**config.mk**
```make
export PLATFORM = sky130hd
export DESIGN_NAME = i2c_arb
export DESIGN_NICKNAME = d
export VERILOG_FILES = /design/src/rtl/i2c_arb.sv
export SDC_FILE = /design/constraint.sdc
export NUM_CORES = 1
export LEC_CHECK = 0
export CAP_MARGIN = 15
export CORE_ASPECT_RATIO = 0.7
export CORE_MARGIN = 2
export CORE_UTILIZATION = 46
export CTS_CLUSTER_SIZE = 8
export DETAILED_ROUTE_END_ITERATION = 10
export HOLD_SLACK_MARGIN = 0.08
export PLACE_DENSITY_LB_ADDON = 0.3
export SYNTH_ARGS = -nofsm -noshare
export SYNTH_HDL_FRONTEND = slang
export SYNTH_SLANG_ARGS = --single-unit
```
**constraint.sdc**
```tcl
create_clock -name clk -period 2.4 [get_ports clk]
set_input_delay 0.36 -clock clk [delete_from_list [all_inputs] [get_ports clk]]
set_output_delay 0.36 -clock clk [all_outputs]
set_load 0.02 [all_outputs]
```
**src/rtl/i2c_arb.sv**
```systemverilog
// i2c_arb: grants the I2C master command port to the init sequencer (`I2CARB_INIT_EN) or the host, and hosts an 8-bit GPIO register.
// A grant is held across bytes until a byte with last=1 completes (ack or err).
module i2c_arb #(
    parameter int INIT_LEN = 4
) (
    input  logic       clk,
    input  logic       rst,
    output logic [7:0] addr,
    output logic [7:0] wrdata,
    output logic       req,
    output logic       last,
    input  logic [7:0] rddata,
    input  logic       ack,
    input  logic       err,
    input  logic [7:0] hdaddr,
    input  logic [7:0] hdwrdata,
    input  logic       hdreq,
    input  logic       hdwr,
    input  logic       hdlast,
    output logic [7:0] hdrddata,
    output logic       hdack,
    output logic       hderr,
    output logic [7:0] gpio
);
    localparam logic [1:0] IDLE = 2'd0;
    localparam logic [1:0] BUSY = 2'd1;
    localparam logic [1:0] DONE = 2'd2;

    logic [1:0]  state;
    logic        gnt_init;
    logic        locked;
    logic        lock_init;
    logic        init_pend;
    logic [15:0] rom_ent;

`ifdef I2CARB_INIT_EN
    localparam int IW = $clog2(INIT_LEN + 1);
    logic [IW-1:0] idx;

    // Each entry is {dev[6:0], data[7:0], last}; the final entry closes the transaction.
    function automatic logic [15:0] rom(input logic [IW-1:0] i);
        logic [6:0] dev;
        logic [7:0] dat;
        logic       lst;
        dev = 7'h50 + 7'(i);
        dat = 8'hA0 + 8'(i);
        lst = (i == IW'(INIT_LEN - 1));
        return {dev, dat, lst};
    endfunction

    assign init_pend = (idx != IW'(INIT_LEN));
    assign rom_ent   = rom(idx);
`else
    assign init_pend = 1'b0;
    assign rom_ent   = 16'h0000;
`endif

    always_ff @(posedge clk) begin
        if (rst) begin
            state     <= IDLE;
            gnt_init  <= 1'b0;
            locked    <= 1'b0;
            lock_init <= 1'b0;
            req       <= 1'b0;
            last      <= 1'b0;
            addr      <= 8'h00;
            wrdata    <= 8'h00;
            hdrddata  <= 8'h00;
            hdack     <= 1'b0;
            hderr     <= 1'b0;
            gpio      <= 8'h00;
`ifdef I2CARB_INIT_EN
            idx       <= '0;
`endif
        end else begin
            case (state)
                IDLE: begin
                    if (init_pend && (!locked || lock_init)) begin
                        gnt_init <= 1'b1;
                        req      <= 1'b1;
                        addr     <= {rom_ent[15:9], 1'b0};
                        wrdata   <= rom_ent[8:1];
                        last     <= rom_ent[0];
                        state    <= BUSY;
                    end else if (hdreq && !init_pend && (!locked || !lock_init)) begin
                        gnt_init <= 1'b0;
                        if (hdaddr[7]) begin
                            // Local GPIO: completes without touching the I2C bus or the lock.
                            if (hdwr) gpio <= hdwrdata;
                            else      hdrddata <= gpio;
                            hderr <= 1'b0;
                            hdack <= 1'b1;
                            state <= DONE;
                        end else begin
                            req    <= 1'b1;
                            addr   <= {hdaddr[6:0], ~hdwr};
                            wrdata <= hdwrdata;
                            last   <= hdlast;
                            state  <= BUSY;
                        end
                    end
                end
                BUSY: begin
                    if (ack || err) begin
                        req       <= 1'b0;
                        state     <= DONE;
                        locked    <= !last;
                        lock_init <= gnt_init;
                        if (!gnt_init) begin
                            hdack <= 1'b1;
                            hderr <= err;
                            if (!err) hdrddata <= rddata;
                        end
`ifdef I2CARB_INIT_EN
                        if (gnt_init) idx <= idx + 1'b1;
`endif
                    end
                end
                DONE: begin
                    hdack <= 1'b0;
                    hderr <= 1'b0;
                    state <= IDLE;
                end
                default: state <= IDLE;
            endcase
        end
    end
endmodule

```
## After elaboration in Yosys (flattened, before gate mapping)

Index checks and enable logic that the tools add are counted.

- Register bits: 38
- Bits in latches: 0
- Memory bits (writable): 0
- ROM bits: 0
- Input port bits: 31
- Output and inout port bits: 36
- Word-level logic and storage cells: 51
- Memories kept: 0

- $add $sub $neg: 0
- $mul: 0
- Div/mod/pow operators: 0
- $lt $le $gt $ge: 0
- Equal/unequal tests: 8
- Shift operators: 0
- Multiplexer cells: 22
- Bitwise gates (word level): 2
- Reduce and logical (&&, ||, !) cells: 10

Operators by type and width:

| cell | number |
|---|---|
| 8-bit 2-to-1 mux | 5 |
| 8-bit one-hot mux with 2 select lines | 1 |
| 2-bit != test, second input constant | 6 |
| 4-bit AND reduction | 3 |
| 1-bit 2-to-1 mux | 9 |
| 2-bit 2-to-1 mux | 3 |
| 1-bit one-hot mux with 3 select lines | 2 |
| 6-bit AND reduction | 1 |
| 2-bit one-hot mux with 2 select lines | 1 |
| 3-bit AND reduction | 1 |
| 3-bit nonzero test | 1 |
| 2-bit by 1-bit equality test with 1-bit output, second input constant | 1 |
| 2-bit equality test, second input constant | 1 |
| 2-bit logical NOT | 1 |
| 1-bit inverter | 2 |
| 1-bit one-hot mux with 2 select lines | 1 |
| 2-bit AND reduction | 1 |
| 2-bit nonzero test | 1 |
| 1-bit logical OR | 1 |

## Depth between registers and ports, before layout

- Depth after elaboration: 4
- Gate-level depth with buffers: 6
- Mapped depth without buffers: 3

## Worst setup path before layout

Ideal clock, no wire load.

- Path kind: reg2reg
- Start: register state[1]
- End: register wrdata[0]
- Setup time: 140 ps
- Data arrival time: 1327 ps
- Required time: 2260 ps
- Setup slack: 932 ps
- Cell stages (with the launch flop): 7
- Path buffers: 3
- Period minus slack after synthesis: 1468 ps
- Cell sequence: dfxtp_1 > buf_6 > or4b_1 > buf_6 > buf_12 > nand2_2 > a21oi_2

- Word-level cells in the longest chain between the ends: 2

RTL lines:

| element | line | source |
|---|---|---|
| start, declared | 29 | `logic [1:0] state;` |
| start signal, assigned | 60 | `state <= IDLE;` |
| start signal, assigned | 84 | `state <= BUSY;` |
| start signal, assigned | 93 | `state <= DONE;` |
| 2-bit logical NOT | 76 | `case (state)` |
| 3-bit AND reduction (no line) | - |  |
| end signal, assigned | 82 | `wrdata <= rom_ent[8:1];` |
| end signal, assigned | 97 | `wrdata <= hdwrdata;` |
| end, declared | 9 | `output logic [7:0] wrdata,` |

Every way passes these cells.
A chain may end at the register's enable or synchronous reset.

## Worst setup path after layout

- Start: input hdreq
- End: register hdrddata[4]

- Word-level cells in the longest chain between the ends: 2

RTL lines:

| element | line | source |
|---|---|---|
| start, declared | 17 | `input logic hdreq,` |
| 2-bit != test (no line) | - |  |
| 6-bit AND reduction (no line) | - |  |
| end signal, assigned | 90 | `else hdrddata <= gpio;` |
| end signal, assigned | 112 | `if (!err) hdrddata <= rddata;` |
| end, declared | 20 | `output logic [7:0] hdrddata,` |

Every way passes these cells.

==> flow_summary.ini <==
[worst_setup_path]
criticalPathCategory = in2reg
worst_setup_path_end_kind = register
crit_chain = clkdlybuf4s50_1 > nor4bb_2 > buf_4 > a211oi_1 > a211oi_1
critPathLaunch = hdreq
cp_common_cell = a211oi_1
required_ns = 2.60
cpPeakStageDelay_ns = 0.58
rr_endpoint = hdrddata[4]
slowest_stage = clkdlybuf4s50_1
cp_max_fo = 8
reg2reg_depth = 4
arrival_ns = 2.03
rr_startpoint = state[1]
critPathLaunchType = input pin
r2r_slack_ns = 0.82

[sta]
setup_violations = 0
finalHoldViolations = 0
tns_ns = 0
finalCritPeriodShare_pct = 76.1
fin_skew_ns = 0.00100
max_freq_mhz = 547
max_slew_margin_pct = 61.7
drv_slew = 0
finalCriticalPeriod_ns = 1.83
max_slew.worst_pin.slew_ns = 0.575
rsz0062_at_grt = false

[place]
hpwlAfterDp_um = 2870
gp_congestion = 0.807
io_buffers = 66
dpl_cell_area_um2 = 2320

[route]
first_pass_iters = 4
routed-via-count = 1518
drc = 0
routedWlPerCell_um = 14.0
first_iter_violations = 88
ant_nets = 0
via_per_inst = 5.20
routed_wl_um = 4090

[global_routing]
grt_pass1_vias = 1350
grt_max_degree = 29
grt_first_pass_wirelength_um = 6310
grt.overflow.total = 0
grt_use_total_pct = 21.1
antenna_found_initial = 0

[clock_tree]
htree_levels = 2
post_cts_buffers = 0
cts_tree = built
cts_num_sinks = 38
ctsHoldBuffers = 0
ctsResizeCount = 0
clk_pin_slew_ns = 0.07
clockBufferDepth = 2
clock_latency_ns = 0.29
cts_made_buffers = 5
root_buffer = clkbuf_8

[run_status]
status = complete, no violations

[logic_synthesis]
yosysWarnings = 0
synth-main-ff-cell = dfxtp_1
syn_inst = 176
synth_edf_count = 0
syn_nets = 207
async_flop_share_pct = 0
synth_largest_area_cell = dfxtp_1
ys_seq_elements = 38
synth-seq-area-share_pct = 46.0
synth.avg_cell_area_um2 = 9.40
synth.distinct_cells = 31
syn_area_um2 = 1650
synth.top_cells.by_area = dfxtp_1, a211oi_1, a21oi_2
synth_top_area_share_pct = 46.0

[floorplanning]
die_w_um = 75.7
coreArea_um2 = 3490
pin_count = 67
initial_core_util_pct = 47.4
rows = 18
die_area_um2 = 4100
die_h_um = 54.2

[cells_and_area]
mostFrequentLayoutCells = clkdlybuf4s50_1, dfxtp_1, nand2_1, a21oi_1, a211oi_1
design_area_um2 = 2410
n_antenna_cell = 0
finalNetCount = 272
final_common_cell = clkdlybuf4s50_1
drive_above_1_share_pct = 16.5
num-fill-cells = 289
syn2layout_area_growth_pct = 45.8

[pwr]
powerDensity_nw_per_um2 = 586
ir_drop_mv = 0.320
finalPower_uw = 1410
p_leak_uw = 0.000807

[run]
maxCapViolCount = 0

[min_path]
hp-start = addr[2]
holdCritPathClass = reg2reg
holdPathStages = 2
hold_end = addr[2]
==> through the flow <==
| stage | hold WS, ns | util [%] | cells | setup slack, ns |
|---|---|---|---|---|
| 2_1_floorplan | 0.496 | - | 176 | 0.932 |
| 3_3_place_gp | 0.443 | 66.5 | 284 | 0.428 |
| 3_5_place_dp | 0.447 | 66.5 | 284 | 0.343 |
| 4_1_cts | 0.457 | 69.1 | 292 | 0.583 |
| 5_1_grt | 0.479 | 69.1 | 292 | 0.473 |
| 6_report | 0.453 | 69.1 | 292 | 0.573 |
==> cells in the mapped netlist, types with 2 or more instances <==
cell type   n
nor2_1      4
buf_2       3
dfxtp_1    38
nand2b_1    2
o21ai_0     2
nand3_1     8
nand2_2     9
a21oi_2    10
a21o_1      2
a211oi_1   15
mux2i_1     8
buf_6       4
clkbuf_1    4
a21oi_1    17
nor4bb_1    2
a211oi_2    2
nand2_1    23
o21ai_1    10
==> sequential cells by signal (all words and copies together) (netlist names) <==
register / cells
state: 2
wrdata: 8
gpio: 8
hdack: 1
hderr: 1
req: 1
addr: 8
hdrddata: 8
last: 1
==> layer usage <==
metal / global-route usage [%] / vias to the layer above / part of all wire, %
met1: 28.3 / 713 / 48
met5: 0 / - / 0
met2: 31.9 / 50 / 45
li1: - / 750 / -
met3: 6.55 / 5 / 6.0
met4: 7.89 / 0 / 0.93
==> worst max-delay path by stage <==
stage / end / slack [ns] / cells after the start
floorplan: wrdata[0] / 0.93 / 6
global placement: hdrddata[7] / 0.43 / 4
detailed placement: hdrddata[2] / 0.34 / 5
CTS: hdrddata[4] / 0.58 / 5
global route: hdrddata[2] / 0.47 / 5
finish: hdrddata[4] / 0.57 / 5
==> final cells by class <==
| cell class | instances | area (um2) | share of cell area, % |
|---|---|---|---|
| Clock buffer | 7 | 86.3 | 3.58 |
| Timing Repair Buffer | 73 | 708 | 29.4 |
| Sequential cell | 38 | 761 | 31.6 |
| Multi-Input combinational cell | 121 | 781 | 32.4 |
| Clock inverter | 1 | 5.00 | 0.208 |
| Inverter | 2 | 7.51 | 0.311 |
| Tap cell | 50 | 62.6 | 2.59 |
==> power breakdown <==
part / leakage (uW) / internal, uW / switching [uW]
sequential: 0.000310 / 663 / 23.2
combinational: 0.000449 / 141 / 139
clock: 0.0000482 / 231 / 215
total: 0.000807 / 1040 / 377
==> critical path: cells and delay by family <==
family	cells	cell delay (ns)
buffers and inverters	2	0.83
AND/OR/NAND/NOR	1	0.49
AO/OA/AOI/OAI	2	0.34
==> logic make-up after synthesis <==
group	after synthesis	share of synthesized area [%]
buf+inv	17	7.18
mux	8	4.84
flops	38	46.0
compound gates	60	24.2
simple gates	53	17.8
Power figures use the tool's default switching activity.
